<file path="config.mk">
export PLATFORM = sky130hd
export DESIGN_NAME = ahb2apb_bridge
export DESIGN_NICKNAME = d
export VERILOG_FILES = /design/src/rtl/ahb_apb_pkg.sv /design/src/rtl/apb_psel_dec.sv /design/src/rtl/ahb2apb_bridge.sv
export SDC_FILE = /design/constraint.sdc
export NUM_CORES = 1
export LEC_CHECK = 0
export ABC_AREA = 1
export BUFFER_PORTS_ARGS = -buffer_cell sky130_fd_sc_hd__buf_2
export CAP_MARGIN = 0
export CELL_PAD_IN_SITES_DETAIL_PLACEMENT = 1
export CELL_PAD_IN_SITES_GLOBAL_PLACEMENT = 1
export CORE_MARGIN = 5
export CORE_UTILIZATION = 28
export DETAILED_ROUTE_END_ITERATION = 16
export PLACE_DENSITY = 0.87
export SKIP_LAST_GASP = 1
export SLEW_MARGIN = 0
export SYNTH_ARGS = -nofsm -noshare
export SYNTH_HDL_FRONTEND = slang
export SYNTH_HIERARCHICAL = 1
export SYNTH_SLANG_ARGS = --single-unit
</file>
<file path="constraint.sdc">
create_clock -name hclk -period 1.5 [get_ports hclk]
set_input_delay 0.075 -clock hclk [delete_from_list [all_inputs] [get_ports hclk]]
set_output_delay 0.075 -clock hclk [all_outputs]
set_load 0.01 [all_outputs]
</file>
<file path="src/rtl/ahb_apb_pkg.sv">
// Shared types and constants for the AHB-to-APB bridge: FSM states, HSIZE
// encodings, default sizing and the APB4 strobe helper.
package ahb_apb_pkg;

  typedef enum logic [2:0] {
    IDLE   = 3'd0,
    WDATA  = 3'd1,
    SETUP  = 3'd2,
    ACCESS = 3'd3,
    ERR1   = 3'd4,
    ERR2   = 3'd5
  } state_e;

  localparam logic [3:0] HSIZE_BYTE = 4'd0;
  localparam logic [3:0] HSIZE_HALF = 4'd1;
  localparam logic [3:0] HSIZE_WORD = 4'd2;

  localparam int DEF_NUM_PSEL = 6;
  localparam int DEF_TIMEOUT  = 255;

  // Reads never assert strobes; unsupported sizes are rejected before use.
  function automatic logic [3:0] strb_calc(input logic [3:0] size,
                                           input logic [1:0] addr,
                                           input logic       write);
    logic [3:0] strb;
    strb = 4'h0;
    if (write) begin
      case (size)
        HSIZE_WORD: strb = 4'hF;
        HSIZE_HALF: strb = 4'h3 << {addr[1], 1'b0};
        HSIZE_BYTE: strb = 4'h1 << addr;
        default:    strb = 4'h0;
      endcase
    end
    return strb;
  endfunction

endpackage

</file>
<file path="src/rtl/apb_psel_dec.sv">
// Decodes the 4-bit peripheral index into a one-hot APB select and flags
// indices that have no peripheral behind them.
module apb_psel_dec
  import ahb_apb_pkg::*;
#(
  parameter int NUM_PSEL = DEF_NUM_PSEL
) (
  input  logic [3:0]          idx_i,
  output logic [NUM_PSEL-1:0] psel_o,
  output logic                invalid_o
);

  always_comb begin
    invalid_o = (32'(idx_i) >= NUM_PSEL);
    psel_o    = '0;
    for (int i = 0; i < NUM_PSEL; i++) begin
      if (!invalid_o && (32'(idx_i) == i)) psel_o[i] = 1'b1;
    end
  end

endmodule

</file>
<file path="src/rtl/ahb2apb_bridge.sv">
// AHB-Lite slave to APB4 master bridge with address decode, write-data
// phase capture, pipelined back-to-back transfers and an ACCESS timeout.
module ahb2apb_bridge
  import ahb_apb_pkg::*;
#(
  parameter int NUM_PSEL = DEF_NUM_PSEL,
  parameter int TIMEOUT  = DEF_TIMEOUT
) (
  input  logic                hclk,
  input  logic                hresetn,
  input  logic                hsel,
  input  logic [31:0]         haddr,
  input  logic [3:0]          hsize,
  input  logic                hwrite,
  input  logic [31:0]         hwdata,
  output logic [31:0]         hrdata,
  output logic                hready,
  output logic                hresp,
  output logic [NUM_PSEL-1:0] psel,
  output logic                penable,
  output logic [15:0]         paddr,
  output logic                pwrite,
  output logic [31:0]         pwdata,
  output logic [3:0]          pstrb,
  input  logic [31:0]         prdata,
  input  logic                pready,
  input  logic                pslverr
);

  localparam int CNT_W = (TIMEOUT < 2) ? 1 : $clog2(TIMEOUT + 1);
  localparam logic [CNT_W-1:0] TO_MAX = CNT_W'(TIMEOUT);

  state_e              state_q, state_d;
  logic [NUM_PSEL-1:0] sel_q, sel_d;
  logic [NUM_PSEL-1:0] psel_q, psel_d;
  logic                penable_q, penable_d;
  logic                hresp_q, hresp_d;
  logic [15:0]         paddr_q, paddr_d;
  logic                pwrite_q, pwrite_d;
  logic [31:0]         pwdata_q, pwdata_d;
  logic [3:0]          pstrb_q, pstrb_d;
  logic [CNT_W-1:0]    cnt_q, cnt_d;

  logic [NUM_PSEL-1:0] dec_sel;
  logic                dec_bad;
  logic                xfer_ok;
  logic                cap;
  logic                bad_req;
  logic                unused_haddr;

  apb_psel_dec #(.NUM_PSEL(NUM_PSEL)) u_psel_dec (
    .idx_i    (haddr[19:16]),
    .psel_o   (dec_sel),
    .invalid_o(dec_bad)
  );

  assign unused_haddr = ^haddr[31:20];

  // hready must follow pready in the completion cycle, so it is decoded
  // from the registered state rather than registered itself.
  assign xfer_ok = (state_q == ACCESS) && pready && !pslverr;
  assign hready  = (state_q == IDLE) || (state_q == ERR2) || xfer_ok;
  assign cap     = hsel && hready;
  assign bad_req = dec_bad || (hsize > HSIZE_WORD);

  assign hrdata  = (xfer_ok && !pwrite_q) ? prdata : 32'h0;
  assign hresp   = hresp_q;
  assign psel    = psel_q;
  assign penable = penable_q;
  assign paddr   = paddr_q;
  assign pwrite  = pwrite_q;
  assign pwdata  = pwdata_q;
  assign pstrb   = pstrb_q;

  always_comb begin
    state_d  = state_q;
    sel_d    = sel_q;
    paddr_d  = paddr_q;
    pwrite_d = pwrite_q;
    pwdata_d = pwdata_q;
    pstrb_d  = pstrb_q;
    cnt_d    = cnt_q;

    unique case (state_q)
      WDATA: begin
        pwdata_d = hwdata;
        state_d  = SETUP;
      end
      SETUP: begin
        cnt_d   = '0;
        state_d = ACCESS;
      end
      ACCESS: begin
        if (pready) begin
          state_d = pslverr ? ERR1 : IDLE;
        end else begin
          cnt_d = cnt_q + 1'b1;
          if (cnt_d == TO_MAX) state_d = ERR1;
        end
      end
      ERR1:    state_d = ERR2;
      ERR2:    state_d = IDLE;
      default: state_d = IDLE;
    endcase

    // A capture overrides the default successor of IDLE, ERR2 and a good completion.
    if (cap) begin
      sel_d    = dec_sel;
      paddr_d  = haddr[15:0];
      pwrite_d = hwrite;
      pstrb_d  = strb_calc(hsize, haddr[1:0], hwrite);
      if (bad_req)     state_d = ERR1;
      else if (hwrite) state_d = WDATA;
      else             state_d = SETUP;
    end
  end

  assign psel_d    = ((state_d == SETUP) || (state_d == ACCESS)) ? sel_d : '0;
  assign penable_d = (state_d == ACCESS);
  assign hresp_d   = (state_d == ERR1) || (state_d == ERR2);

  always_ff @(posedge hclk or negedge hresetn) begin
    if (!hresetn) begin
      state_q   <= IDLE;
      sel_q     <= '0;
      psel_q    <= '0;
      penable_q <= 1'b0;
      hresp_q   <= 1'b0;
      paddr_q   <= '0;
      pwrite_q  <= 1'b0;
      pwdata_q  <= '0;
      pstrb_q   <= '0;
      cnt_q     <= '0;
    end else begin
      state_q   <= state_d;
      sel_q     <= sel_d;
      psel_q    <= psel_d;
      penable_q <= penable_d;
      hresp_q   <= hresp_d;
      paddr_q   <= paddr_d;
      pwrite_q  <= pwrite_d;
      pwdata_q  <= pwdata_d;
      pstrb_q   <= pstrb_d;
      cnt_q     <= cnt_d;
    end
  end

endmodule

</file>
==> flow_metrics.py <==
metrics = {
    "outcome": {
        "status": "complete, but fails checks",
        "violations": "negative setup slack",
    },
    "worst_setup_path": {
        "worstPathRequired_ns": 1.42,
        "timing.rr.end": "psel[1]$_DFF_PN0_",
        "critPathLaunch": "state_q[2]$_DFF_PN0_",
        "rrSetupSlack_ns": -0.18,
        "start_kind": "register",
        "worstSetupEndpoint": "hrdata[13]",
        "endpoint_kind": "primary output",
        "cp.arrival_ns": 1.64,
        "reg2regPathDepth": 12,
        "critPathKind": "reg2out",
        "r2r_start": "cnt_q[1]$_DFFE_PN0P_",
        "crit_fanout": 8,
    },
    "placement": {
        "post_dp_cell_area_um2": 4850,
        "routabilityCongestion": 0.765,
        "port_buffers": 187,
        "pre_cts_slack_ns": -0.168,
        "dp_hpwl_um": 9240,
        "place_inst": 764,
    },
    "die": {
        "die_area_um2": 15300,
        "start_util_pct": 28.6,
        "die_h_um": 124,
        "core_um2": 12700,
        "rows": 41,
        "io_pins": 200,
        "die-width_um": 124,
    },
    "synthesis": {
        "synthCells": 403,
        "syn_nets": 511,
        "syn_area_um2": 3620,
        "syn_avg_cell_area_um2": 8.98,
        "yosysSeqAreaShare_pct": 53.9,
        "ys_ff_latch": 78,
        "yosys_warnings": 6,
        "ys_types": 27,
    },
    "sta": {
        "finalHoldViolCount": 0,
        "tightest_slew_ns": 0.480,
        "setup_violations": 72,
        "max_freq_mhz": 582,
        "finalSetupTns_ns": -9.97,
        "slew_headroom_pct": 68.0,
        "holdWs_ns": 0.0449,
        "fin_crit_sh_pct": 115,
        "rsz0062_at_grt": "yes",
        "period_minus_slack_ns": 1.72,
        "skew_ns": 0.00675,
        "drv_slew": 0,
        "finalWorstSetupSlack_ns": -0.219,
    },
    "route": {
        "remaining_drc_errors": 0,
        "dr.pass1.iters": 4,
        "wl_per_cell_um": 18.0,
        "wl_um": 15300,
        "drtIter0Drc": 120,
        "vias": 3830,
        "routed_via_density": 4.51,
        "ant_nets": 0,
    },
    "pwr": {
        "power_density_nw_per_um2": 1680,
        "seq_power_share_pct": 32.6,
        "irDropWorstVdd_v": 0.000712,
        "p_int_mw": 6.76,
        "p_sw_mw": 3.98,
        "power.leakage_nw": 3.39,
        "swShare_pct": 37.1,
        "p_total_mw": 10.7,
        "pwr-share-comb_pct": 45.7,
        "clockPowerShare_pct": 21.8,
    },
    "clock_network": {
        "cts_buffer_depth": 2,
        "clockRootBuffer": "clkbuf_16",
        "htree_levels": 3,
        "path_clk_slew_ns": 0.06,
        "numCtsBuffers": 9,
        "clock_latency_ns": 0.34,
        "cts.sinks": 78,
        "cts_tree": "done",
    },
    "layout": {
        "design_area_um2": 6370,
        "finalNonFillerCells": 849,
        "drive_gt1_share_pct": 52.1,
        "final_nets": 780,
        "fillers": 1463,
        "utilization_pct": 50.3,
        "area_growth_pct": 76.1,
        "diodes": 0,
    },
    "global_routing": {
        "grt_pass1_wl_um": 20600,
        "grt_usage_pct": 17.7,
        "grt_pass1_vias": 4202,
        "antenna_found_initial": 0,
        "grt.overflow.total": 0,
        "grt_max_degree": 46,
    },
    "run": {
        "max-cap-violations": 0,
    },
    "hold_path": {
        "hold_class": "in2reg",
    },
}
==> logic make-up (layout without fill, tap and decap cells) <==
kind of cell / after synthesis / in the layout / share of synthesized area [%]
flip-flops: 78 / 78 / 53.9
adder cells (fa/ha/maj): 2 / 2 / 0.691
buffers and inverters: 77 / 351 / 8.82
AO/OA/AOI/OAI: 26 / 26 / 3.98
multiplexers: 32 / 32 / 9.96
AND/OR/NAND/NOR: 188 / 188 / 22.6
==> worst min-delay path by stage <==
stage,end,cells after the start,start
final,pwrite$_DFFE_PN0P_,3,hwrite
after global routing,pwrite$_DFFE_PN0P_,3,hwrite
after CTS,pwrite$_DFFE_PN0P_,3,hwrite
after detailed placement,pwdata[14]$_DFFE_PN0N_,1,hresetn
after global placement,pwdata[13]$_DFFE_PN0N_,1,hresetn
after floorplan,cnt_q[0]$_DFFE_PN0P_,0,hresetn
==> cell usage after synthesis (all sizes together) <==
cell    instances  area (µm²)
o22ai           4        25.0
a21o            1        8.76
a21oi           1        5.00
ha              2        25.0
dfrtp          78        1950
mux2           32         360
a31oi           4        25.0
clkbuf          3        11.3
nand4           4        25.0
inv            66         250
buf             8        57.6
nand2         115         467
o21ai          16        80.1
nor2           55         234
nand3          14        92.6
==> worst max-delay path: stages, from the launching register on <==
cell and delay [ns]:
dfrtp_1 0.38, inv_2 0.08, nand2_4 0.06, nor2_4 0.13, nand3_4 0.18, clkbuf_16 0.23, nor2_2 0.10, buf_2 0.14
==> cell type report <==
type | instances | area, µm² | share of cell area, %
clock inverters | 4 | 51.3 | 0.805
flip-flops and latches | 78 | 1950 | 30.7
inverters | 66 | 255 | 4.01
repair inverters | 1 | 7.51 | 0.118
well taps | 172 | 215 | 3.38
multi-input cells | 248 | 1660 | 26.0
repair buffers | 268 | 1960 | 30.8
clock buffers | 12 | 267 | 4.18
==> sequential cells by signal, summed over array words and instances, names as in the netlist <==
register  count
hresp         1
pwdata       32
penable       1
cnt_q         8
pwrite        1
psel          6
pstrb         4
sel_q         6
state_q       3
paddr        16
==> what timing repair did <==
| action | CTS | global route |
|---|---|---|
| pin swaps | 15 | 8 |
| hold endpoints to repair | 79 | 0 |
| hold buffers | 47 | 0 |
| cloned | 4 | 4 |
| setup buffers | 6 | 8 |
| resized for setup | 27 | 87 |
| setup endpoints to repair | 48 | 84 |
==> power by group through the flow <==
stage	Clock (mW)	Combinational, mW	Sequential, mW
after detailed placement	0	3.66	3.47
final	2.34	4.90	3.50
after CTS	2.39	4.23	3.46
after global placement	0	3.46	3.40
after global routing	2.47	5.28	3.59
after floorplan	0	1.68	3.77
==> per-layer routing <==
metal,global-route usage (%),routed length (µm),share of wire [%]
met4,7.89,384,2.5
met3,3.86,1040,6.8
met5,0,0,0
met1,16.4,5100,33
met2,35.9,8750,57
==> cell usage in the layout, fill, tap and decap left out, types with 3 or more instances in the layout <==
cell / n
buf_4: 16
buf_2: 174
nand2_2: 14
clkbuf_8: 3
a31oi_1: 4
buf_12: 5
mux2_1: 5
nand3_1: 9
nor2_1: 15
o21ai_0: 5
dlygate4sd3_1: 47
clkbuf_16: 13
inv_2: 8
nor2_2: 24
inv_1: 57
nand3_4: 3
nand4_1: 4
o21ai_1: 8
nor2_4: 16
mux2_2: 27
dfrtp_1: 76
nand2_4: 8
nand2_1: 92
buf_6: 19
o22ai_2: 4
(Power assumes the default switching activity.)
